<file path="src/rtl/mips_lite_pkg.sv">
// mips_lite_pkg: shared opcodes, ALU/mux codes, control states and control word for the multi-cycle datapath
package mips_lite_pkg;
  localparam logic [5:0] OP_RTYPE = 6'b000000;
  localparam logic [5:0] OP_LW    = 6'b100011;
  localparam logic [5:0] OP_SW    = 6'b101011;
  localparam logic [5:0] OP_BEQ   = 6'b000100;
  localparam logic [5:0] OP_J     = 6'b000010;
  localparam logic [5:0] OP_ADDI  = 6'b001000;
  localparam logic [1:0] ALUOP_ADD   = 2'b00;
  localparam logic [1:0] ALUOP_SUB   = 2'b01;
  localparam logic [1:0] ALUOP_FUNCT = 2'b10;
  localparam logic [1:0] SRCB_RT      = 2'b00;
  localparam logic [1:0] SRCB_FOUR    = 2'b01;
  localparam logic [1:0] SRCB_IMM     = 2'b10;
  localparam logic [1:0] SRCB_IMM_SH2 = 2'b11;
  localparam logic [1:0] PCSRC_ALU    = 2'b00;
  localparam logic [1:0] PCSRC_ALUOUT = 2'b01;
  localparam logic [1:0] PCSRC_JUMP   = 2'b10;
  typedef enum logic [3:0] {
    S_RST, S_FETCH, S_DECODE, S_MEMADR, S_MEMRD, S_MEMWB, S_MEMWR,
    S_REXEC, S_RWB, S_BEQEX, S_JEX, S_AEXEC, S_AWB, S_TRAP
  } state_t;
  typedef struct packed {
    logic       pcwrite;
    logic       pcwritecond;
    logic       iord;
    logic       memread;
    logic       memwrite;
    logic       irwrite;
    logic       memtoreg;
    logic       regdst;
    logic       regwrite;
    logic       alusrca;
    logic [1:0] alusrcb;
    logic [1:0] aluop;
    logic [1:0] pcsource;
    logic       instr_done;
    logic       trap;
  } ctrl_t;
endpackage

</file>
<file path="src/rtl/mc_ctrl_decode.sv">
// mc_ctrl_decode: combinational state -> control-word decoder, memory handshakes gated by rdy
module mc_ctrl_decode
  import mips_lite_pkg::*;
(
  input  state_t state,
  input  logic   rdy,
  output ctrl_t  ctrl
);
  // every field defaults to 0; each state raises only what it needs
  always_comb begin
    ctrl = '0;
    case (state)
      S_FETCH: begin
        ctrl.memread = 1'b1;
        ctrl.alusrcb = SRCB_FOUR;
        ctrl.irwrite = rdy;
        ctrl.pcwrite = rdy;
      end
      S_DECODE: ctrl.alusrcb = SRCB_IMM_SH2;
      S_MEMADR: begin
        ctrl.alusrca = 1'b1;
        ctrl.alusrcb = SRCB_IMM;
      end
      S_MEMRD: begin
        ctrl.memread = 1'b1;
        ctrl.iord = 1'b1;
      end
      S_MEMWB: begin
        ctrl.regwrite = 1'b1;
        ctrl.memtoreg = 1'b1;
        ctrl.instr_done = 1'b1;
      end
      S_MEMWR: begin
        ctrl.memwrite = 1'b1;
        ctrl.iord = 1'b1;
        ctrl.instr_done = rdy;
      end
      S_REXEC: begin
        ctrl.alusrca = 1'b1;
        ctrl.alusrcb = SRCB_RT;
        ctrl.aluop = ALUOP_FUNCT;
      end
      S_RWB: begin
        ctrl.regwrite = 1'b1;
        ctrl.regdst = 1'b1;
        ctrl.instr_done = 1'b1;
      end
      S_BEQEX: begin
        ctrl.alusrca = 1'b1;
        ctrl.aluop = ALUOP_SUB;
        ctrl.pcwritecond = 1'b1;
        ctrl.pcsource = PCSRC_ALUOUT;
        ctrl.instr_done = 1'b1;
      end
      S_JEX: begin
        ctrl.pcwrite = 1'b1;
        ctrl.pcsource = PCSRC_JUMP;
        ctrl.instr_done = 1'b1;
      end
      S_AEXEC: begin
        ctrl.alusrca = 1'b1;
        ctrl.alusrcb = SRCB_IMM;
      end
      S_AWB: begin
        ctrl.regwrite = 1'b1;
        ctrl.instr_done = 1'b1;
      end
      S_TRAP: ctrl.trap = 1'b1;
      default: ;
    endcase
  end
endmodule

</file>
<file path="src/rtl/mc_main_control.sv">
// mc_main_control: multi-cycle MIPS-lite main control FSM (state register and next-state logic)
module mc_main_control
  import mips_lite_pkg::*;
#(
  parameter bit USE_MEM_READY = 1'b1
) (
  input  logic       clk,
  input  logic       rst_n,
  input  logic [5:0] op,
  input  logic       mem_ready,
  output logic       pcwrite,
  output logic       pcwritecond,
  output logic       iord,
  output logic       memread,
  output logic       memwrite,
  output logic       irwrite,
  output logic       memtoreg,
  output logic       regdst,
  output logic       regwrite,
  output logic       alusrca,
  output logic [1:0] alusrcb,
  output logic       aluop1,
  output logic       aluop0,
  output logic [1:0] pcsource,
  output logic       instr_done,
  output logic       trap
);
  state_t state, nxt;
  ctrl_t  ctrl;
  logic   rdy;
  assign rdy = USE_MEM_READY ? mem_ready : 1'b1;
  // state register, async reset straight into S_RST
  always_ff @(posedge clk or negedge rst_n)
    if (!rst_n) state <= S_RST;
    else state <= nxt;
  // next state; op is only consulted in DECODE and MEMADR, stray encodings recover via S_RST
  always_comb begin
    nxt = S_RST;
    case (state)
      S_RST:    nxt = S_FETCH;
      S_FETCH:  nxt = rdy ? S_DECODE : S_FETCH;
      S_DECODE: nxt = (op == OP_LW || op == OP_SW) ? S_MEMADR :
                      op == OP_RTYPE ? S_REXEC :
                      op == OP_BEQ   ? S_BEQEX :
                      op == OP_J     ? S_JEX :
                      op == OP_ADDI  ? S_AEXEC : S_TRAP;
      S_MEMADR: nxt = op == OP_LW ? S_MEMRD : S_MEMWR;
      S_MEMRD:  nxt = rdy ? S_MEMWB : S_MEMRD;
      S_MEMWB:  nxt = S_FETCH;
      S_MEMWR:  nxt = rdy ? S_FETCH : S_MEMWR;
      S_REXEC:  nxt = S_RWB;
      S_RWB:    nxt = S_FETCH;
      S_BEQEX:  nxt = S_FETCH;
      S_JEX:    nxt = S_FETCH;
      S_AEXEC:  nxt = S_AWB;
      S_AWB:    nxt = S_FETCH;
      S_TRAP:   nxt = S_TRAP;
      default:  nxt = S_RST;
    endcase
  end
  mc_ctrl_decode u_dec (
    .state(state),
    .rdy  (rdy),
    .ctrl (ctrl)
  );
  assign pcwrite     = ctrl.pcwrite;
  assign pcwritecond = ctrl.pcwritecond;
  assign iord        = ctrl.iord;
  assign memread     = ctrl.memread;
  assign memwrite    = ctrl.memwrite;
  assign irwrite     = ctrl.irwrite;
  assign memtoreg    = ctrl.memtoreg;
  assign regdst      = ctrl.regdst;
  assign regwrite    = ctrl.regwrite;
  assign alusrca     = ctrl.alusrca;
  assign alusrcb     = ctrl.alusrcb;
  assign aluop1      = ctrl.aluop[1];
  assign aluop0      = ctrl.aluop[0];
  assign pcsource    = ctrl.pcsource;
  assign instr_done  = ctrl.instr_done;
  assign trap        = ctrl.trap;
endmodule

</file>
<file path="config.mk">
export PLATFORM = sky130hd
export DESIGN_NAME = mc_main_control
export DESIGN_NICKNAME = d
export VERILOG_FILES = /design/src/rtl/mips_lite_pkg.sv /design/src/rtl/mc_ctrl_decode.sv /design/src/rtl/mc_main_control.sv
export SDC_FILE = /design/constraint.sdc
export NUM_CORES = 1
export LEC_CHECK = 0
export BUFFER_PORTS_ARGS = -buffer_cell sky130_fd_sc_hd__buf_2
export CORE_AREA = 3 3 40 42
export DETAILED_ROUTE_END_ITERATION = 6
export DIE_AREA = 0 0 43 45
export HOLD_SLACK_MARGIN = 0.02
export PLACE_DENSITY = 0.73
export SYNTH_ARGS = -nofsm -noshare
export SYNTH_HDL_FRONTEND = slang
export SYNTH_SLANG_ARGS = --single-unit
export TNS_END_PERCENT = 5
</file>
<file path="constraint.sdc">
create_clock -name clk -period 1.4 [get_ports clk]
set_input_delay 0.14 -clock clk [delete_from_list [all_inputs] [get_ports clk]]
set_output_delay 0.14 -clock clk [all_outputs]
set_load 0.03 [all_outputs]
</file>
==> results of run 1 <==
kinds of logic after synthesis:
logic type	count (synthesis)
AOI/OAI and AO/OA	24
xor gates and xnor gates	2
adders and majority gates	1
buffers and inverters	9
DFF	4
and+or+nand+nor	39
worst min-delay path by stage:
stage                     startpoint  depth (start not counted)  slack, ps  endpoint
after floorplan                rst_n                          0       -160  state[0]
after global placement         rst_n                          1        -50  state[0]
after detailed placement       rst_n                          1        -50  state[0]
after CTS                      rst_n                          2        230  state[0]
after global routing           rst_n                          2        250  state[0]
final                          rst_n                          2        240  state[0]
worst register-to-register path, cell delays in order, from the launching register on:
cell                      delay [ps]
sky130_fd_sc_hd__dfrtp_2         450
sky130_fd_sc_hd__buf_4           170
sky130_fd_sc_hd__nand2_1         100
sky130_fd_sc_hd__or3_1           360
sky130_fd_sc_hd__a31oi_1         150
cell usage in the layout (no fill, tap or decap), drive strengths merged, types with 2 or more instances in the layout:
cell,synthesis,routed
a31oi,2,2
or3,2,2
nor3,5,5
clkbuf,2,3
a211o,2,2
nor2b,3,3
nand2b,6,6
nor2,13,13
xnor2,2,2
o21ai,3,3
nand2,5,5
inv,2,2
a21oi,10,10
buf,5,40
dfrtp,4,4
layout make-up:
cell class                      count  area (µm²)
Inverter                            2        7.51
Timing Repair Buffer               41         329
Fill cell                          99         334
Sequential cell                     4         104
Tap cell                           15        18.8
Multi-Input combinational cell     66         469
Clock buffer                        3        22.5
power groups by stage:
stage | sequential (mW) | combinational [mW] | clock [mW]
2_1_floorplan | 0.205 | 1.05 | 0
3_3_place_gp | 0.226 | 1.36 | 0
3_5_place_dp | 0.228 | 1.37 | 0
4_1_cts | 0.255 | 1.67 | 0.149
5_1_grt | 0.272 | 1.98 | 0.153
6_report | 0.265 | 1.85 | 0.138
metrics by stage:
stage	worst slack [ps]	power, mW	std cells	util	setup TNS, ps
after detailed placement	54.2	1.60	123	0.564	0
after global placement	61.1	1.59	123	0.564	0
after floorplan	-187	1.25	79	-	-724
after global routing	-138	2.40	131	0.740	-1290
after CTS	-82.8	2.08	131	0.689	-452
final	-80.2	2.25	131	0.740	-343
layer usage:
metal | routed length, µm | track usage | vias up
li1 | - | - | 362
met4 | 14 | 0.102 | 0
met2 | 1000 | 0.332 | 41
met1 | 714 | 0.201 | 356
met3 | 117 | 0.0120 | 2
met5 | 0 | 0 | -
repair_timing:
| item | 4_1_cts | 5_1_grt |
|---|---|---|
| endpoints found under the hold margin | 4 | 0 |
| cloned | 0 | 0 |
| gates resized for setup | 33 | 23 |
| buffers inserted | 4 | 0 |
| pin swaps | 3 | 1 |
| endpoints found under the setup margin | 18 | 19 |
| hold buffers | 1 | 0 |
==> impl_table.tex, run 1 <==
\begin{tabular}{lr}
\hline
Metric & Value \\
\hline
\multicolumn{2}{l}{\textbf{Setup path}} \\
\quad CP cell instances & buf\_6 > nor2b\_2 > nand2\_1 > a21oi\_1 > buf\_4 \\
\quad Cell count along the critical path & 5 \\
\quad Critical Path Source & state[0] \\
\quad Critical Path Source Type & register \\
\quad Kind of cell with the highest combined delay on the critical path & flip-flops \\
\quad Endpoint of the most critical setup path & pcwrite \\
\quad Critical path peak fanout & 8 \\
\quad Buffer and inverter count on the worst path & 2 \\
\quad Worst path max stage delay & 380 ps \\
\quad Cells on worst reg2reg path & 4 \\
\quad Kind of capture point of the worst setup path & output pin \\
\quad Data arrival time of the worst path & 1340 ps \\
\quad Worst R2R Setup Slack & 70 ps \\
\quad Class of the most critical setup path & register to output pin \\
\quad Required time at the worst-slack endpoint & 1260 ps \\
\quad Cell with the largest stage delay on the worst path & sky130\_fd\_sc\_hd\_\_dfrtp\_1 \\
\quad Critical R2R Launch & state[1] \\
\quad Capturing point of the worst reg2reg path & state[1] \\
\multicolumn{2}{l}{\textbf{Layout}} \\
\quad Area delta synth->final & 72.3\% \\
\quad Fraction of layout instances using a drive strength above 1 & 0.578 \\
\quad Diodes inserted & 0 \\
\quad Max reg flops & 4 \\
\quad Post-route cell area & 951 µm² \\
\quad Total Nets Final & 127 \\
\quad Registers with the most flip-flops & state: 4 flops \\
\quad Top reg by flops & state \\
\multicolumn{2}{l}{\textbf{STA}} \\
\quad Max transition margin & 0.764 \\
\quad Worst setup skew after layout & 1.90 ps \\
\quad RSZ-0062 raised after global routing & true \\
\quad Count of final max-slew check failures & 0 \\
\quad Number of endpoints failing setup at the final stage & 10 \\
\quad Highest clock rate & 676 MHz \\
\quad PnR worst setup slack & -80.2 ps \\
\quad Worst hold margin & 244 ps \\
\quad Pin slew with the least headroom to its limit & 350 ps \\
\quad Ratio of final minimum period to clock period & 1.06 \\
\quad Crit path time final & 1480 ps \\
\quad Final hold viol count & 0 \\
\multicolumn{2}{l}{\textbf{Clock network}} \\
\quad Number of sinks driven by the clock tree & 4 \\
\quad CTS tree & yes \\
\quad TritonCTS Buffers & 3 \\
\quad CTS clk-pin slew, worst paths & 40 ps \\
\quad Buffer cell driving the clock tree root & sky130\_fd\_sc\_hd\_\_clkbuf\_4 \\
\quad Maximum level of the CTS H-tree & 1 \\
\quad Clock network latency to the later pin of the worst-skew pair & 230 ps \\
\quad Clock tree buffer depth & 2 \\
\multicolumn{2}{l}{\textbf{Placement}} \\
\quad Placed wire-length estimate after detailed placement & 1160 µm \\
\quad Gpl congestion & 0.783 \\
\quad Count of buffers inserted at the top-level ports & 26 \\
\quad Cell area reported after detailed placement & 724 µm² \\
\multicolumn{2}{l}{\textbf{Detailed routing}} \\
\quad Total via count after detailed routing & 761 \\
\quad Vias per cell & 5.81 \\
\quad Wire length per cell & 14.1 µm \\
\quad Number of DRC markers after the initial detailed-route iteration & 20 \\
\quad Drt total wl & 1850 µm \\
\quad Post-detailed-route count of antenna-violating nets & 0 \\
\quad TritonRoute pass-1 iters & 4 \\
\quad Drc violations & 0 \\
\multicolumn{2}{l}{\textbf{Synth}} \\
\quad Dominant combinational cell family by area after synthesis & simple AND/OR/NAND/NOR gates \\
\quad Adder-cell share of the synthesized area & 0.0181 \\
\quad Syn Std Cell Area & 552 µm² \\
\quad Simple-gate portion of the synthesized area & 0.358 \\
\quad Yosys Warn Count & 0 \\
\quad EDFF count, synth & 0 \\
\quad Ys async rst share & 1.00 \\
\quad Post-synth top area share & 0.181 \\
\quad Compound-Gate Fraction of Synth Area & 0.295 \\
\quad Most repeated cell in the gate-level netlist after synthesis & sky130\_fd\_sc\_hd\_\_nor2\_1 \\
\quad Seq/Total Area, Yosys & 0.181 \\
\quad Yosys cell types & 30 \\
\quad Synthesized area per cell & 6.98 µm² \\
\quad Biggest area contributors in the synthesized netlist & sky130\_fd\_sc\_hd\_\_dfrtp\_1 (18\%), sky130\_fd\_sc\_hd\_\_nor2\_1 (8.8\%), sky130\_fd\_sc\_hd\_\_a21oi\_1 (8.2\%) \\
\quad Share of synthesized area spent on multiplexers & 0 \\
\quad Post-Syn Nets & 88 \\
\quad Post-Synthesis Cells & 79 \\
\quad Area leader, netlist & sky130\_fd\_sc\_hd\_\_dfrtp\_1 \\
\quad Most common flop cell mapped by yosys & sky130\_fd\_sc\_hd\_\_dfrtp\_1 \\
\quad Cell types with the highest counts after synthesis & sky130\_fd\_sc\_hd\_\_nor2\_1 (13), sky130\_fd\_sc\_hd\_\_a21oi\_1 (9), sky130\_fd\_sc\_hd\_\_nand2b\_1 (6) \\
\quad Xor and xnor area share after synthesis & 0.0317 \\
\quad Post-synthesis register bit count & 4 \\
\multicolumn{2}{l}{\textbf{Power and ir drop}} \\
\quad Fraction of power spent switching nets & 0.516 \\
\quad Worst-case vdd ir drop & 1.08 mV \\
\quad Combinational cell fraction of total power & 0.821 \\
\quad Leakage power figure & 0.414 nW \\
\quad Cell area power density & 2370 nW/µm² \\
\quad Share of total power in sequential cells & 0.118 \\
\quad Int Pwr & 1.09 mW \\
\quad Net switching component of the power & 1.16 mW \\
\quad Proportion of power drawn by the clock network & 0.061 \\
\multicolumn{2}{l}{\textbf{Global route}} \\
\quad Largest net degree at the start of global routing & 12 \\
\quad Global-route usage over all layers & 0.179 \\
\quad Antenna violations before repair & 0 \\
\quad Remaining global-route overflow & 0 \\
\quad Vias in the first global route & 667 \\
\quad Wire length of the first global-routing pass & 2660 µm \\
\multicolumn{2}{l}{\textbf{Min path}} \\
\quad Type of the worst min-delay path & primary input to async pin \\
\multicolumn{2}{l}{\textbf{Floorplanning}} \\
\quad Total Die Area & 1940 µm² \\
\quad Horizontal die dimension & 43 µm \\
\quad Height of the chip & 45 µm \\
\quad Number of ports placed on the die boundary & 27 \\
\quad Row count & 13 \\
\quad Core region area & 1280 µm² \\
\quad Initial core utilization & 0.429 \\
\multicolumn{2}{l}{\textbf{Status}} \\
\quad Failing checks & negative setup slack \\
\quad Result of the run & complete, but fails checks \\
\multicolumn{2}{l}{\textbf{Flow run}} \\
\quad Max Cap Viol & 0 \\
\hline
\end{tabular}
Note: power is estimated with default switching activity, not from simulation.
==> inputs of run 2 (changes only) <==
==> constraint.sdc (replaced) <==
create_clock -name clk -period 1.4 [get_ports clk]
set_input_delay 0.07 -clock clk [delete_from_list [all_inputs] [get_ports clk]]
set_output_delay 0.07 -clock clk [all_outputs]
set_load 0.03 [all_outputs]
==> impl_table.tex, run 2 (synthesis gave the netlist of run 1 again) <==
\begin{tabular}{lr}
\hline
Metric & Value \\
\hline
\multicolumn{2}{l}{\textbf{Floorplanning}} \\
\quad Core region area & 1280 µm² \\
\quad Height of the chip & 45 µm \\
\quad Total Die Area & 1940 µm² \\
\quad Horizontal die dimension & 43 µm \\
\quad Row count & 13 \\
\quad Number of ports placed on the die boundary & 27 \\
\quad Initial core utilization & 0.429 \\
\multicolumn{2}{l}{\textbf{Detailed routing}} \\
\quad Number of DRC markers after the initial detailed-route iteration & 13 \\
\quad TritonRoute pass-1 iters & 4 \\
\quad Drt total wl & 1660 µm \\
\quad Vias per cell & 5.47 \\
\quad Total via count after detailed routing & 716 \\
\quad Post-detailed-route count of antenna-violating nets & 0 \\
\quad Wire length per cell & 12.6 µm \\
\quad Drc violations & 0 \\
\multicolumn{2}{l}{\textbf{Setup path}} \\
\quad Critical R2R Launch & state[0] \\
\quad Data arrival time of the worst path & 1370 ps \\
\quad Cells on worst reg2reg path & 5 \\
\quad Required time at the worst-slack endpoint & 1330 ps \\
\quad Kind of capture point of the worst setup path & output pin \\
\quad Cell count along the critical path & 4 \\
\quad CP cell instances & buf\_6 > maj3\_2 > a21oi\_2 > buf\_6 \\
\quad Capturing point of the worst reg2reg path & state[1] \\
\quad Cell with the largest stage delay on the worst path & sky130\_fd\_sc\_hd\_\_dfrtp\_1 \\
\quad Critical path peak fanout & 8 \\
\quad Critical Path Source Type & register \\
\quad Worst R2R Setup Slack & 40 ps \\
\quad Dominant cell type by count on the critical path & sky130\_fd\_sc\_hd\_\_buf\_6 \\
\quad Buffer and inverter count on the worst path & 2 \\
\quad Class of the most critical setup path & register to output pin \\
\quad Kind of cell with the highest combined delay on the critical path & flip-flops \\
\quad Worst path max stage delay & 380 ps \\
\multicolumn{2}{l}{\textbf{Layout}} \\
\quad Top reg by flops & state \\
\quad Registers with the most flip-flops & state: 4 flops \\
\quad Post-route cell area & 906 µm² \\
\quad Most used cells in the layout excluding fill and tap cells & sky130\_fd\_sc\_hd\_\_buf\_4 (21), sky130\_fd\_sc\_hd\_\_buf\_2 (13), sky130\_fd\_sc\_hd\_\_a21oi\_1 (8) \\
\quad Final standard cell utilization of the core & 0.705 \\
\quad Fraction of layout instances using a drive strength above 1 & 0.578 \\
\quad Total Nets Final & 127 \\
\quad Number of inserted filler cells in the final layout & 105 \\
\quad Area delta synth->final & 64.2\% \\
\quad Commonest non-fill, non-tap cell in the layout & sky130\_fd\_sc\_hd\_\_buf\_4 \\
\quad Diodes inserted & 0 \\
\quad Max reg flops & 4 \\
\multicolumn{2}{l}{\textbf{Power and ir drop}} \\
\quad Share of total power in sequential cells & 0.120 \\
\quad Net switching component of the power & 1.10 mW \\
\quad Fraction of power spent switching nets & 0.516 \\
\quad Proportion of power drawn by the clock network & 0.066 \\
\quad Leakage power figure & 0.406 nW \\
\quad Combinational cell fraction of total power & 0.814 \\
\quad Int Pwr & 1.03 mW \\
\quad Worst-case vdd ir drop & 1.18 mV \\
\quad Cell area power density & 2360 nW/µm² \\
\multicolumn{2}{l}{\textbf{STA}} \\
\quad Crit path time final & 1440 ps \\
\quad Worst hold margin & 177 ps \\
\quad Number of endpoints failing setup at the final stage & 5 \\
\quad Pin slew with the least headroom to its limit & 331 ps \\
\quad PnR worst setup slack & -41.9 ps \\
\quad Highest clock rate & 694 MHz \\
\quad RSZ-0062 raised after global routing & true \\
\quad Count of final max-slew check failures & 0 \\
\quad Max transition margin & 0.777 \\
\quad Ratio of final minimum period to clock period & 1.03 \\
\quad Final hold viol count & 0 \\
\quad Worst setup skew after layout & 3.04 ps \\
\multicolumn{2}{l}{\textbf{Placement}} \\
\quad Cell area reported after detailed placement & 709 µm² \\
\quad Gpl congestion & 0.860 \\
\quad Count of buffers inserted at the top-level ports & 26 \\
\quad Placed wire-length estimate after detailed placement & 1100 µm \\
\multicolumn{2}{l}{\textbf{Global route}} \\
\quad Vias in the first global route & 665 \\
\quad Remaining global-route overflow & 0 \\
\quad Antenna violations before repair & 0 \\
\quad Wire length of the first global-routing pass & 2700 µm \\
\quad Largest net degree at the start of global routing & 12 \\
\quad Global-route usage over all layers & 0.185 \\
\multicolumn{2}{l}{\textbf{Status}} \\
\quad Result of the run & complete, but fails checks \\
\quad Failing checks & negative setup slack \\
\multicolumn{2}{l}{\textbf{Flow run}} \\
\quad Max Cap Viol & 0 \\
\multicolumn{2}{l}{\textbf{Clock network}} \\
\quad Maximum level of the CTS H-tree & 1 \\
\quad Buffer cell driving the clock tree root & sky130\_fd\_sc\_hd\_\_clkbuf\_4 \\
\quad Clock network latency to the later pin of the worst-skew pair & 230 ps \\
\quad CTS clk-pin slew, worst paths & 40 ps \\
\quad CTS tree & yes \\
\quad Number of sinks driven by the clock tree & 4 \\
\quad Clock tree buffer depth & 2 \\
\quad TritonCTS Buffers & 3 \\
\multicolumn{2}{l}{\textbf{Min path}} \\
\quad Type of the worst min-delay path & primary input to async pin \\
\hline
\end{tabular}
==> run 2: cell counts in the layout (fill, tap and decap cells not counted) <==
No cell type changed its count.
==> run 2: cell type report <==
| class | count | area (µm²) | share of cell area |
|---|---|---|---|
| clock buffer | 3 | 22.5 | 0.0249 |
| multi-input combinational | 66 | 453 | 0.500 |
| timing repair buffer | 41 | 300 | 0.331 |
| sequential | 4 | 104 | 0.115 |
| inverter | 2 | 7.51 | 0.00829 |
| tap | 15 | 18.8 | 0.0207 |
==> run 2: worst reg2reg max path: cells and delay by family (launching register included) <==
kind / cells / cell delay, ps
buffers and inverters: 2 / 280
flip-flops: 1 / 360
AND/OR/NAND/NOR: 2 / 460
AO/OA/AOI/OAI: 1 / 170
==> run 2: timing repair <==
action	CTS	global route
endpoints found under the setup margin	16	18
setup buffers	6	0
pin swaps	1	2
hold buffers	1	0
gates cloned	0	0
resized for setup	17	27
hold endpoints to repair	4	0
==> run 2: how the worst max path moves through the flow <==
| stage | start | endpoint | slack, ps |
|---|---|---|---|
| global route | state[0] | instr_done | -110 |
| detailed placement | state[2] | instr_done | 90 |
| floorplan | state[2] | pcwritecond | -120 |
| global placement | state[0] | instr_done | 130 |
| finish | state[0] | instr_done | -40 |
| CTS | state[0] | alusrcb[0] | -30 |
==> run 2: power groups by stage <==
stage	Combinational, mW	Clock [mW]	Sequential, mW
global route	1.87	0.162	0.265
detailed placement	1.32	0	0.248
floorplan	1.05	0	0.205
global placement	1.31	0	0.240
finish	1.74	0.141	0.257
CTS	1.56	0.149	0.240
==> run 2: metal layers <==
layer  share of wire  GRT usage  vias up
met5               0          0        -
met4           0.019      0.133        0
met3           0.054     0.0199        4
met2            0.53      0.317       24
met1            0.40      0.216      328
li1                -          -      360
==> run 2: through the flow <==
step           TNS [ps]  cells  power (mW)  worst slack (ps)
6_report          -90.0    131        2.14             -41.9
5_1_grt            -696    131        2.29              -110
4_1_cts            -114    131        1.95             -33.7
3_5_place_dp          0    121        1.57              94.4
3_3_place_gp          0    121        1.55               126
2_1_floorplan      -336     79        1.25              -117
==> inputs of run 3 (changes only) <==
--- a/config.mk
+++ b/config.mk
@@ -14,4 +14,4 @@
 export SYNTH_ARGS = -nofsm -noshare
 export SYNTH_HDL_FRONTEND = slang
 export SYNTH_SLANG_ARGS = --single-unit
-export TNS_END_PERCENT = 5
+export TNS_END_PERCENT = 20
==> impl_table.tex, run 3 (synthesis gave the netlist of run 1 again) <==
\begin{tabular}{lr}
\hline
Metric & Value \\
\hline
\multicolumn{2}{l}{\textbf{Global route}} \\
\quad Remaining global-route overflow & 0 \\
\quad Global-route usage over all layers & 0.185 \\
\quad Wire length of the first global-routing pass & 2700 µm \\
\quad Antenna violations before repair & 0 \\
\quad Vias in the first global route & 665 \\
\quad Largest net degree at the start of global routing & 12 \\
\multicolumn{2}{l}{\textbf{Layout}} \\
\quad Final Instance Count excl. Fillers & 133 \\
\quad Max reg flops & 4 \\
\quad Most used cells in the layout excluding fill and tap cells & sky130\_fd\_sc\_hd\_\_buf\_4 (25), sky130\_fd\_sc\_hd\_\_buf\_2 (12), sky130\_fd\_sc\_hd\_\_nor2\_1 (8), sky130\_fd\_sc\_hd\_\_a21oi\_1 (8), sky130\_fd\_sc\_hd\_\_buf\_6 (5) \\
\quad Registers with the most flip-flops & state: 4 flops \\
\quad Number of inserted filler cells in the final layout & 99 \\
\quad Final standard cell utilization of the core & 0.723 \\
\quad Commonest non-fill, non-tap cell in the layout & sky130\_fd\_sc\_hd\_\_buf\_4 \\
\quad Post-route cell area & 930 µm² \\
\quad Fraction of layout instances using a drive strength above 1 & 0.585 \\
\quad Diodes inserted & 0 \\
\quad Total Nets Final & 129 \\
\quad Area delta synth->final & 68.5\% \\
\quad Top reg by flops & state \\
\multicolumn{2}{l}{\textbf{Detailed routing}} \\
\quad Drt total wl & 1740 µm \\
\quad Number of DRC markers after the initial detailed-route iteration & 11 \\
\quad Total via count after detailed routing & 735 \\
\quad Post-detailed-route count of antenna-violating nets & 0 \\
\quad Drc violations & 0 \\
\quad TritonRoute pass-1 iters & 4 \\
\quad Vias per cell & 5.53 \\
\quad Wire length per cell & 13.1 µm \\
\multicolumn{2}{l}{\textbf{Floorplanning}} \\
\quad Total Die Area & 1940 µm² \\
\quad Number of ports placed on the die boundary & 27 \\
\quad Core region area & 1280 µm² \\
\quad Height of the chip & 45 µm \\
\quad Horizontal die dimension & 43 µm \\
\quad Initial core utilization & 0.429 \\
\quad Row count & 13 \\
\multicolumn{2}{l}{\textbf{STA}} \\
\quad Number of endpoints failing setup at the final stage & 5 \\
\quad PnR worst setup slack & -64.8 ps \\
\quad Crit path time final & 1460 ps \\
\quad Count of final max-slew check failures & 0 \\
\quad RSZ-0062 raised after global routing & true \\
\quad Max transition margin & 0.740 \\
\quad Worst hold margin & 177 ps \\
\quad Pin slew with the least headroom to its limit & 386 ps \\
\quad Final hold viol count & 0 \\
\quad Final TNS setup & -121 ps \\
\quad Worst setup skew after layout & 3.04 ps \\
\quad Highest clock rate & 683 MHz \\
\quad Ratio of final minimum period to clock period & 1.05 \\
\multicolumn{2}{l}{\textbf{Min path}} \\
\quad Type of the worst min-delay path & primary input to async pin \\
\multicolumn{2}{l}{\textbf{Power and ir drop}} \\
\quad Worst-case vdd ir drop & 1.15 mV \\
\quad Leakage power figure & 0.423 nW \\
\quad Cell area power density & 2380 nW/µm² \\
\quad Overall power consumption & 2.21 mW \\
\multicolumn{2}{l}{\textbf{Clock network}} \\
\quad CTS tree & yes \\
\quad Buffer cell driving the clock tree root & sky130\_fd\_sc\_hd\_\_clkbuf\_4 \\
\quad Maximum level of the CTS H-tree & 1 \\
\quad Clock tree buffer depth & 2 \\
\quad Clock network latency to the later pin of the worst-skew pair & 230 ps \\
\quad CTS clk-pin slew, worst paths & 40 ps \\
\quad TritonCTS Buffers & 3 \\
\quad Number of sinks driven by the clock tree & 4 \\
\multicolumn{2}{l}{\textbf{Setup path}} \\
\quad Class of the most critical setup path & register to output pin \\
\quad Data arrival time of the worst path & 1390 ps \\
\quad Required time at the worst-slack endpoint & 1330 ps \\
\quad Critical Path Source Type & register \\
\quad Critical path peak fanout & 8 \\
\quad Kind of capture point of the worst setup path & output pin \\
\multicolumn{2}{l}{\textbf{Status}} \\
\quad Failing checks & negative setup slack \\
\quad Result of the run & complete, but fails checks \\
\multicolumn{2}{l}{\textbf{Placement}} \\
\quad Placed cells & 121 \\
\quad Gpl congestion & 0.860 \\
\quad Cell area reported after detailed placement & 709 µm² \\
\quad Count of buffers inserted at the top-level ports & 26 \\
\quad Placed wire-length estimate after detailed placement & 1100 µm \\
\quad Pre-CTS WS & 94.4 ps \\
\multicolumn{2}{l}{\textbf{Flow run}} \\
\quad Max Cap Viol & 0 \\
\hline
\end{tabular}
==> run 3: critical path: stages (launching register included) <==
cell	delay (ps)
sky130_fd_sc_hd__dfrtp_1	390
sky130_fd_sc_hd__buf_6	150
sky130_fd_sc_hd__maj3_2	310
sky130_fd_sc_hd__a21oi_2	160
sky130_fd_sc_hd__buf_6	150
==> run 3: path summary, 6_finish.rpt <==
| path | start | endpoint | slack, ps | cells after the start |
|---|---|---|---|---|
| setup / recovery | state[0] | instr_done | -60 | 4 |
| hold / removal | rst_n | state[0] | 180 | 2 |
| setup reg to reg | state[0] | state[1] | 50 | 5 |
| hold reg to reg | state[3] | state[1] | 630 | 2 |
| max in group asynchronous | rst_n | state[3] | 1090 | 2 |
| min in group clk | mem_ready | state[0] | 210 | 3 |
==> run 3: metal layers <==
layer | part of all wire | track usage | up-vias
li1 | - | - | 366
met1 | 0.38 | 0.216 | 338
met2 | 0.54 | 0.317 | 27
met3 | 0.064 | 0.0199 | 4
met4 | 0.018 | 0.133 | 0
met5 | 0 | 0 | -
==> run 3: area by class of cell <==
| class | instances | area, µm² | area share |
|---|---|---|---|
| Clock buffer | 3 | 22.5 | 0.0242 |
| Inverter | 2 | 7.51 | 0.00808 |
| Multi-Input combinational cell | 66 | 463 | 0.498 |
| Sequential cell | 4 | 104 | 0.112 |
| Tap cell | 15 | 18.8 | 0.0202 |
| Timing Repair Buffer | 43 | 314 | 0.338 |
==> run 3: report_power, final <==
part           switching, mW  total [mW]  leakage (nW)  internal [mW]
combinational           1.01        1.82         0.364          0.806
clock                 0.0454       0.141        0.0138         0.0958
sequential            0.0811       0.252        0.0456          0.171
total                   1.14        2.21         0.423           1.07
==> run 3: repair_timing <==
action	in CTS	in global routing
pin swaps	1	4
hold buffers	1	0
setup endpoints to repair	16	18
resized for setup	17	29
hold endpoints to repair	4	0
buffers inserted	6	2
